--- src/rtl/countdown_timer.sv ---
`default_nettype none
// ============================================================================
// Module      : countdown_timer
// Description : Programmable down-counter with a valid/ready load port. It
//               counts from the loaded value to zero and emits a registered
//               one-cycle done pulse at the terminal count. An abort input
//               cancels a running count without producing a done pulse.
//               Optional feature macro: COUNTDOWN_TIMER_AUTO_RELOAD_EN
//               (periodic mode: reload from the last accepted load value at
//               the terminal count and accept loads while running).
// Revision    : 1.0 - initial release
// ============================================================================
module countdown_timer #(
  parameter int WIDTH = 8
) (
  input  logic             clk,
  input  logic             rst,
  input  logic             load_valid,
  output logic             load_ready,
  input  logic [WIDTH-1:0] load_value,
  input  logic             enable,
  input  logic             abort,
  output logic [WIDTH-1:0] count,
  output logic             busy,
  output logic             done
);

  localparam logic [WIDTH-1:0] C_ZERO = '0;
  localparam logic [WIDTH-1:0] C_ONE  = WIDTH'(1);

  typedef enum logic [0:0] {
    S_IDLE = 1'b0,
    S_RUN  = 1'b1
  } state_t;

  state_t           r_state;
  state_t           w_state_nxt;
  logic [WIDTH-1:0] r_count;
  logic [WIDTH-1:0] w_count_nxt;
  logic             r_done;
  logic             w_done_nxt;
  logic             w_load;
  logic             w_running;
  logic             w_terminal;

`ifdef COUNTDOWN_TIMER_AUTO_RELOAD_EN
  logic [WIDTH-1:0] r_reload;
  logic [WIDTH-1:0] w_reload_nxt;

  // Periodic mode can take a new value at any time, including mid-run.
  assign load_ready = 1'b1;
`else
  // One-shot mode only accepts a new value once the previous count is over.
  assign load_ready = (r_state == S_IDLE);
`endif

  assign w_running  = (r_state == S_RUN);
  assign w_load     = load_valid && load_ready;
  // A count of 0 never exists in RUN, but treating it as terminal keeps the
  // counter from ever wrapping to all-ones.
  assign w_terminal = (r_count <= C_ONE);

  // Next-state, next-count and done decode; abort > load > decrement.
  always_comb begin
    w_state_nxt = r_state;
    w_count_nxt = r_count;
    w_done_nxt  = 1'b0;
`ifdef COUNTDOWN_TIMER_AUTO_RELOAD_EN
    w_reload_nxt = r_reload;
`endif
    if (w_running && abort) begin
      // Cancel: no done pulse; the reload value (if any) is kept.
      w_state_nxt = S_IDLE;
      w_count_nxt = C_ZERO;
    end else if (w_load) begin
`ifdef COUNTDOWN_TIMER_AUTO_RELOAD_EN
      w_reload_nxt = load_value;
`endif
      if (load_value != C_ZERO) begin
        w_state_nxt = S_RUN;
        w_count_nxt = load_value;
      end else begin
        // A zero-length interval finishes immediately without entering RUN.
        w_state_nxt = S_IDLE;
        w_count_nxt = C_ZERO;
        w_done_nxt  = 1'b1;
      end
    end else if (w_running && enable) begin
      if (w_terminal) begin
        w_done_nxt = 1'b1;
`ifdef COUNTDOWN_TIMER_AUTO_RELOAD_EN
        w_count_nxt = r_reload;
`else
        w_state_nxt = S_IDLE;
        w_count_nxt = C_ZERO;
`endif
      end else begin
        w_count_nxt = r_count - C_ONE;
      end
    end
  end

  // State, count and done registers; reset clears everything immediately.
  always_ff @(posedge clk or posedge rst) begin
    if (rst) begin
      r_state <= S_IDLE;
      r_count <= C_ZERO;
      r_done  <= 1'b0;
    end else begin
      r_state <= w_state_nxt;
      r_count <= w_count_nxt;
      r_done  <= w_done_nxt;
    end
  end

`ifdef COUNTDOWN_TIMER_AUTO_RELOAD_EN
  // Reload register holds the most recently accepted load value.
  always_ff @(posedge clk or posedge rst) begin
    if (rst) begin
      r_reload <= C_ZERO;
    end else begin
      r_reload <= w_reload_nxt;
    end
  end
`endif

  assign count = r_count;
  assign busy  = w_running;
  assign done  = r_done;

endmodule
`default_nettype wire
--- config.mk ---
export PLATFORM = sky130hd
export DESIGN_NAME = countdown_timer
export DESIGN_NICKNAME = d
export VERILOG_FILES = /design/src/rtl/countdown_timer.sv
export SDC_FILE = /design/constraint.sdc
export NUM_CORES = 1
export LEC_CHECK = 0
export CORE_MARGIN = 3
export CORE_UTILIZATION = 45
export DETAILED_ROUTE_END_ITERATION = 16
export GPL_TIMING_DRIVEN = 0
export PLACE_DENSITY = 0.86
export SYNTH_ARGS = -nofsm -noshare
export SYNTH_HDL_FRONTEND = slang
export SYNTH_SLANG_ARGS = --single-unit
--- constraint.sdc ---
create_clock -name clk -period 3.7 [get_ports clk]
set_input_delay 0.74 -clock clk [delete_from_list [all_inputs] [get_ports clk]]
set_output_delay 0.74 -clock clk [all_outputs]
set_load 0.05 [all_outputs]
==> flow_summary.ini, run 1 <==
[outcome]
status = completed

[synth]
yosysTopAreaCell = dfrtp_1
ys_ff_latch = 10
ys_types = 29
synthFlopType = dfrtp_1
avgSynthCellArea_um2 = 9.61
netlist_instances = 66
yosys-top-cells-area = dfrtp_1, a22oi_1, o21ai_0, o41ai_4, xnor2_1
syn_nets = 81
synth_top_area_share_pct = 39.4
synth-edff-count = 0
async_flop_share_pct = 100
synthesis.area_um2 = 634
yosysSeqAreaShare_pct = 39.4
yosys_warnings = 0

[clocking]
clk_latency_ps = 260
cts_resized = 0
cts_setup_buffers = 0
cts_tree = built
clock_path_buffers = 2
clk_pin_slew_ps = 70
clock_sinks = 10
cts-htree-levels = 1
numCtsBuffers = 3
cts_hold_buffers = 0
cts_root_buf = clkbuf_4

[timing]
drv_slew = 0
min_period_ps = 2340
fin_crit_sh_pct = 63.2
skew_ps = 5.67
rsz0062_at_grt = false
hold_viol_final = 0
tns_ps = 0
setup_violations = 0
fmax_ghz = 0.428
tightest_slew_ps = 639
max_slew_margin_pct = 57.2

[hold_path]
hold_depth = 1
hp-class = flop to flop
worstHoldStart = count[3]$_DFFE_PP0P_
min_to = count[3]$_DFFE_PP0P_

[worst_setup_path]
r2r_slack_ps = 1720
path_delay_family = buffers and inverters
cp-end-kind = primary output
cp.arrival_ps = 1600
worst_r2r_endpoint = count[2]$_DFFE_PP0P_
required_ps = 2960
path_cells = clkdlybuf4s50_1
max_stage_delay_ps = 850
slowest_stage = clkdlybuf4s50_1
path_class = flop to primary output
cp_max_fo = 6
reg2reg_from = count[2]$_DFFE_PP0P_
cp-start-kind = flop
cp_num_buf_inv = 1
r2r.worst_path.cells = 4

[cells_and_area]
nets = 109
diodes = 0
final_common_cell = clkdlybuf4s50_1
stdcell_count = 106
final_cell_mix = clkdlybuf4s50_1, dfrtp_1, a22oi_1, o21ai_0
drive_gt1_share_pct = 13.0
area_delta_synth_final_pct = 42.6

[place]
gp_congestion = 0.716
io_buffer_count = 23
dp_cells = 103
hpwl_um = 1150

[drt]
dr.pass1.iters = 4
top_layer = met4
num_vias = 639
postRouteAntennaNets = 0
wl_met3_um = 117
route.detailed.drc = 0
wl_um = 1570
drt-met1-wl_um = 705
met2WireLength_um = 738
first_iter_violations = 23
wl_per_cell_um = 14.8
avgViaCountPerCell = 6.03

[grt]
grtUsageTotal_pct = 17.4
antenna_found_initial = 0
grt_pass1_vias = 568
overflow = 0
grt_first_pass_wirelength_um = 2580
grt_max_degree = 11

[pwr]
clockPowerShare_pct = 11.1
p_sw_share_pct = 49.8
p_per_area_nw_per_um2 = 742
p_seq_share_pct = 30.1
combPwrFrac_pct = 58.8
leakage_nw = 0.365
irDropWorstVdd_uv = 442
p_int_uw = 337
p_switching_uw = 334

[floorplan]
dieHeight_um = 43.5
core_area_um2 = 1220
initial_core_util_pct = 52.2
pin_count = 24
fp-row-count = 12
dieArea_um2 = 1900
die_w_um = 43.5

[run]
maxCapViolations = 0
## worst max-delay path by stage
stage,startpoint,to,depth (start not counted)
after floorplan,count[2]$_DFFE_PP0P_,count[3]$_DFFE_PP0P_,4
after global placement,abort,count[2]$_DFFE_PP0P_,5
after detailed placement,abort,count[2]$_DFFE_PP0P_,5
after CTS,count[6]$_DFFE_PP0P_,count[6],1
after global routing,count[6]$_DFFE_PP0P_,count[6],1
final,count[6]$_DFFE_PP0P_,count[6],1
## metrics by stage
step / cell area (µm²) / utilization [%] / setup slack [ps] / power, mW / hold WS (ps)
after global placement: 882 / 72.5 / 1380 / 0.589 / 591
after floorplan: 634 / - / 1640 / 0.472 / 580
after CTS: 905 / 74.4 / 1350 / 0.672 / 608
after global routing: 905 / 74.4 / 1320 / 0.709 / 661
after detailed placement: 882 / 72.5 / 1360 / 0.595 / 589
final: 905 / 74.4 / 1360 / 0.672 / 614
## kinds of logic after synthesis
family                     share of synthesized area, %
DFF                                                39.4
xor gates and xnor gates                           4.14
adders and majority gates                          3.94
AOI/OAI and AO/OA                                  29.4
buffers and inverters                              3.55
and+or+nand+nor                                    19.5
## final cells by class
cell class	instances	area [µm²]
Inverter	5	18.8
Fill cell	90	312
Buffer	1	3.75
Tap cell	14	17.5
Clock buffer	3	22.5
Timing Repair Buffer	23	230
Multi-Input combinational cell	50	362
Sequential cell	10	250
## routing by layer
metal / global-route usage [%] / vias to the layer above
li1: - / 307
met1: 24.2 / 305
met2: 28.2 / 25
met3: 2.90 / 2
met4: 3.61 / 0
met5: 0 / -
## state kept, by name, summed over array words and instances, names as in the netlist
| register | count |
|---|---|
| busy | 1 |
| count | 8 |
| done | 1 |
## power by group through the flow
stage               Combinational [mW]  Clock, mW  Sequential [mW]
detailed placement               0.393          0            0.202
global route                     0.420     0.0802            0.209
finish                           0.395     0.0747            0.202
CTS                              0.395     0.0759            0.201
floorplan                        0.162          0            0.310
global placement                 0.388          0            0.201
## Yosys cell counts, types with 2 or more instances
| cell | count |
|---|---|
| a21oi_1 | 3 |
| a22oi_1 | 6 |
| dfrtp_1 | 10 |
| ha_1 | 2 |
| inv_1 | 5 |
| nand2_1 | 5 |
| nor2_1 | 3 |
| nor4_1 | 3 |
| o21ai_0 | 6 |
| o31ai_1 | 2 |
| xnor2_1 | 3 |
Power figures use the tool's default switching activity.
==> run 2: changes to the inputs <==
- CORE_UTILIZATION: 45 -> 42
- PLACE_DENSITY: 0.86 -> 0.81
- clock period: 3.7 -> 2.21 ns (I/O delays scaled with it)
==> run 2 against run 1 <==
Compared with the run above: via count down 3.4%; die area increased by 6.2%; non-clock buffer count is the same; sequential cell count did not move; cell count increased by 1.9%; power is 73% higher; combinational power increased by 66%; utilization shrank 7.1 points.
==> flow_summary.ini, run 2 (synthesis results as in run 1) <==
[drt]
wl_per_cell_um = 14.8
dr.pass1.iters = 4
wl_um = 1600
drt-met1-wl_um = 687
first_iter_violations = 34
num_vias = 617
route.detailed.drc = 0
top_layer = met4
wl_met3_um = 139
met2WireLength_um = 757
postRouteAntennaNets = 0
avgViaCountPerCell = 5.71

[place]
hpwl_um = 1140
gp_congestion = 0.739
dp_cells = 104
pre_cts_ws_ps = 226
io_buffer_count = 23

[floorplan]
dieHeight_um = 44.9
fp-row-count = 13
die_w_um = 44.9
pin_count = 24
core_area_um2 = 1370
initial_core_util_pct = 46.4
dieArea_um2 = 2010

[timing]
setup_violations = 0
fin_crit_sh_pct = 95.0
setup_slack_ps = 110
fmax_ghz = 0.476
tightest_slew_ps = 593
rsz0062_at_grt = false
skew_ps = 0.987
max_slew_margin_pct = 60.3
drv_slew = 0
hold_viol_final = 0
tns_ps = 0
min_period_ps = 2100

[worst_setup_path]
path_cells = clkdlybuf4s50_1
r2r.worst_path.cells = 4
required_ps = 1770
path_delay_family = buffers and inverters
worst_r2r_endpoint = count[2]$_DFFE_PP0P_
reg2reg_from = count[2]$_DFFE_PP0P_
path_class = flop to primary output
cp_num_buf_inv = 1
cp-end-kind = primary output
cp_max_fo = 6
r2r_slack_ps = 220
max_stage_delay_ps = 870
cp.arrival_ps = 1660
slowest_stage = clkdlybuf4s50_1
cp-start-kind = flop

[grt]
antenna_found_initial = 0
grt_first_pass_wirelength_um = 2500
grt_pass1_vias = 571
overflow = 0
grtUsageTotal_pct = 17.7
grt_max_degree = 11

[pwr]
total_power_mw = 1.16
clockPowerShare_pct = 14.2
p_int_uw = 602
leakage_nw = 0.373
p_per_area_nw_per_um2 = 1260
p_switching_uw = 559
combPwrFrac_pct = 56.5
p_sw_share_pct = 48.1
p_seq_share_pct = 29.3
irDropWorstVdd_uv = 655

[clocking]
clk_pin_slew_ps = 70
clk_latency_ps = 260
cts_tree = built
cts_resized = 0
clock_path_buffers = 2
numCtsBuffers = 3
cts_root_buf = clkbuf_4
clock_sinks = 10
cts_hold_buffers = 0
cts_setup_buffers = 0
cts-htree-levels = 1

[cells_and_area]
stdcell_count = 108
largest_reg_flops = 8
nFillCells = 126
fin_util_pct = 67.3
area_delta_synth_final_pct = 45.0
diodes = 0
drive_gt1_share_pct = 14.0
final_cell_mix = clkdlybuf4s50_1, dfrtp_1, a22oi_1, o21ai_0
final_common_cell = clkdlybuf4s50_1
nets = 109

[hold_path]
hp-class = primary input to async pin

[outcome]
status = completed

[run]
maxCapViolations = 0
==> run 2: cell count changes in the layout (fill, tap and decap cells not counted), sizes merged <==
cell    before  now
clkbuf       4    5
==> run 2: metrics by stage <==
| stage | hold WS [ps] | cell area [µm²] |
|---|---|---|
| 6_report | 466 | 920 |
| 5_1_grt | 501 | 920 |
| 4_1_cts | 476 | 920 |
| 3_5_place_dp | 589 | 883 |
| 3_3_place_gp | 574 | 883 |
| 2_1_floorplan | 282 | 634 |
==> run 2: how the worst max path moves through the flow <==
| stage | endpoint | startpoint | slack [ps] | cells after the start |
|---|---|---|---|---|
| global placement | count[2]$_DFFE_PP0P_ | abort | 210 | 5 |
| finish | count[6] | count[6]$_DFFE_PP0P_ | 110 | 1 |
| CTS | count[6] | count[6]$_DFFE_PP0P_ | 90 | 1 |
| detailed placement | count[2]$_DFFE_PP0P_ | abort | 230 | 5 |
| global route | count[6] | count[6]$_DFFE_PP0P_ | 70 | 1 |
| floorplan | count[3]$_DFFE_PP0P_ | count[2]$_DFFE_PP0P_ | 150 | 4 |
==> run 2: final cells by class <==
cell class / instances / area [µm²] / share of cell area [%]
buffer: 1 / 3.75 / 0.408
clock buffer: 4 / 36.3 / 3.95
inverter: 5 / 18.8 / 2.04
multi-input combinational: 50 / 362 / 39.3
sequential: 10 / 250 / 27.2
tap: 15 / 18.8 / 2.04
timing repair buffer: 23 / 230 / 25.0
==> run 2: per-layer routing <==
metal  up-vias  global-route usage (%)
met5         -                       0
met4         0                    8.77
met3         4                    3.19
met2        29                    28.9
met1       283                    22.3
li1        301                       -
==> run 2: power groups by stage <==
stage	sequential (mW)	combinational (mW)	clock [mW]
final	0.340	0.655	0.165
after global routing	0.355	0.702	0.172
after CTS	0.341	0.658	0.169
after detailed placement	0.346	0.652	0
after global placement	0.340	0.648	0
after floorplan	0.518	0.271	0
==> run 2: worst reg2reg max path, stage by stage, from the launching register on <==
cell and delay [ps]:
dfrtp_1 450, or4_4 600, nor4_1 460, o31ai_1 140, a22o_2 220
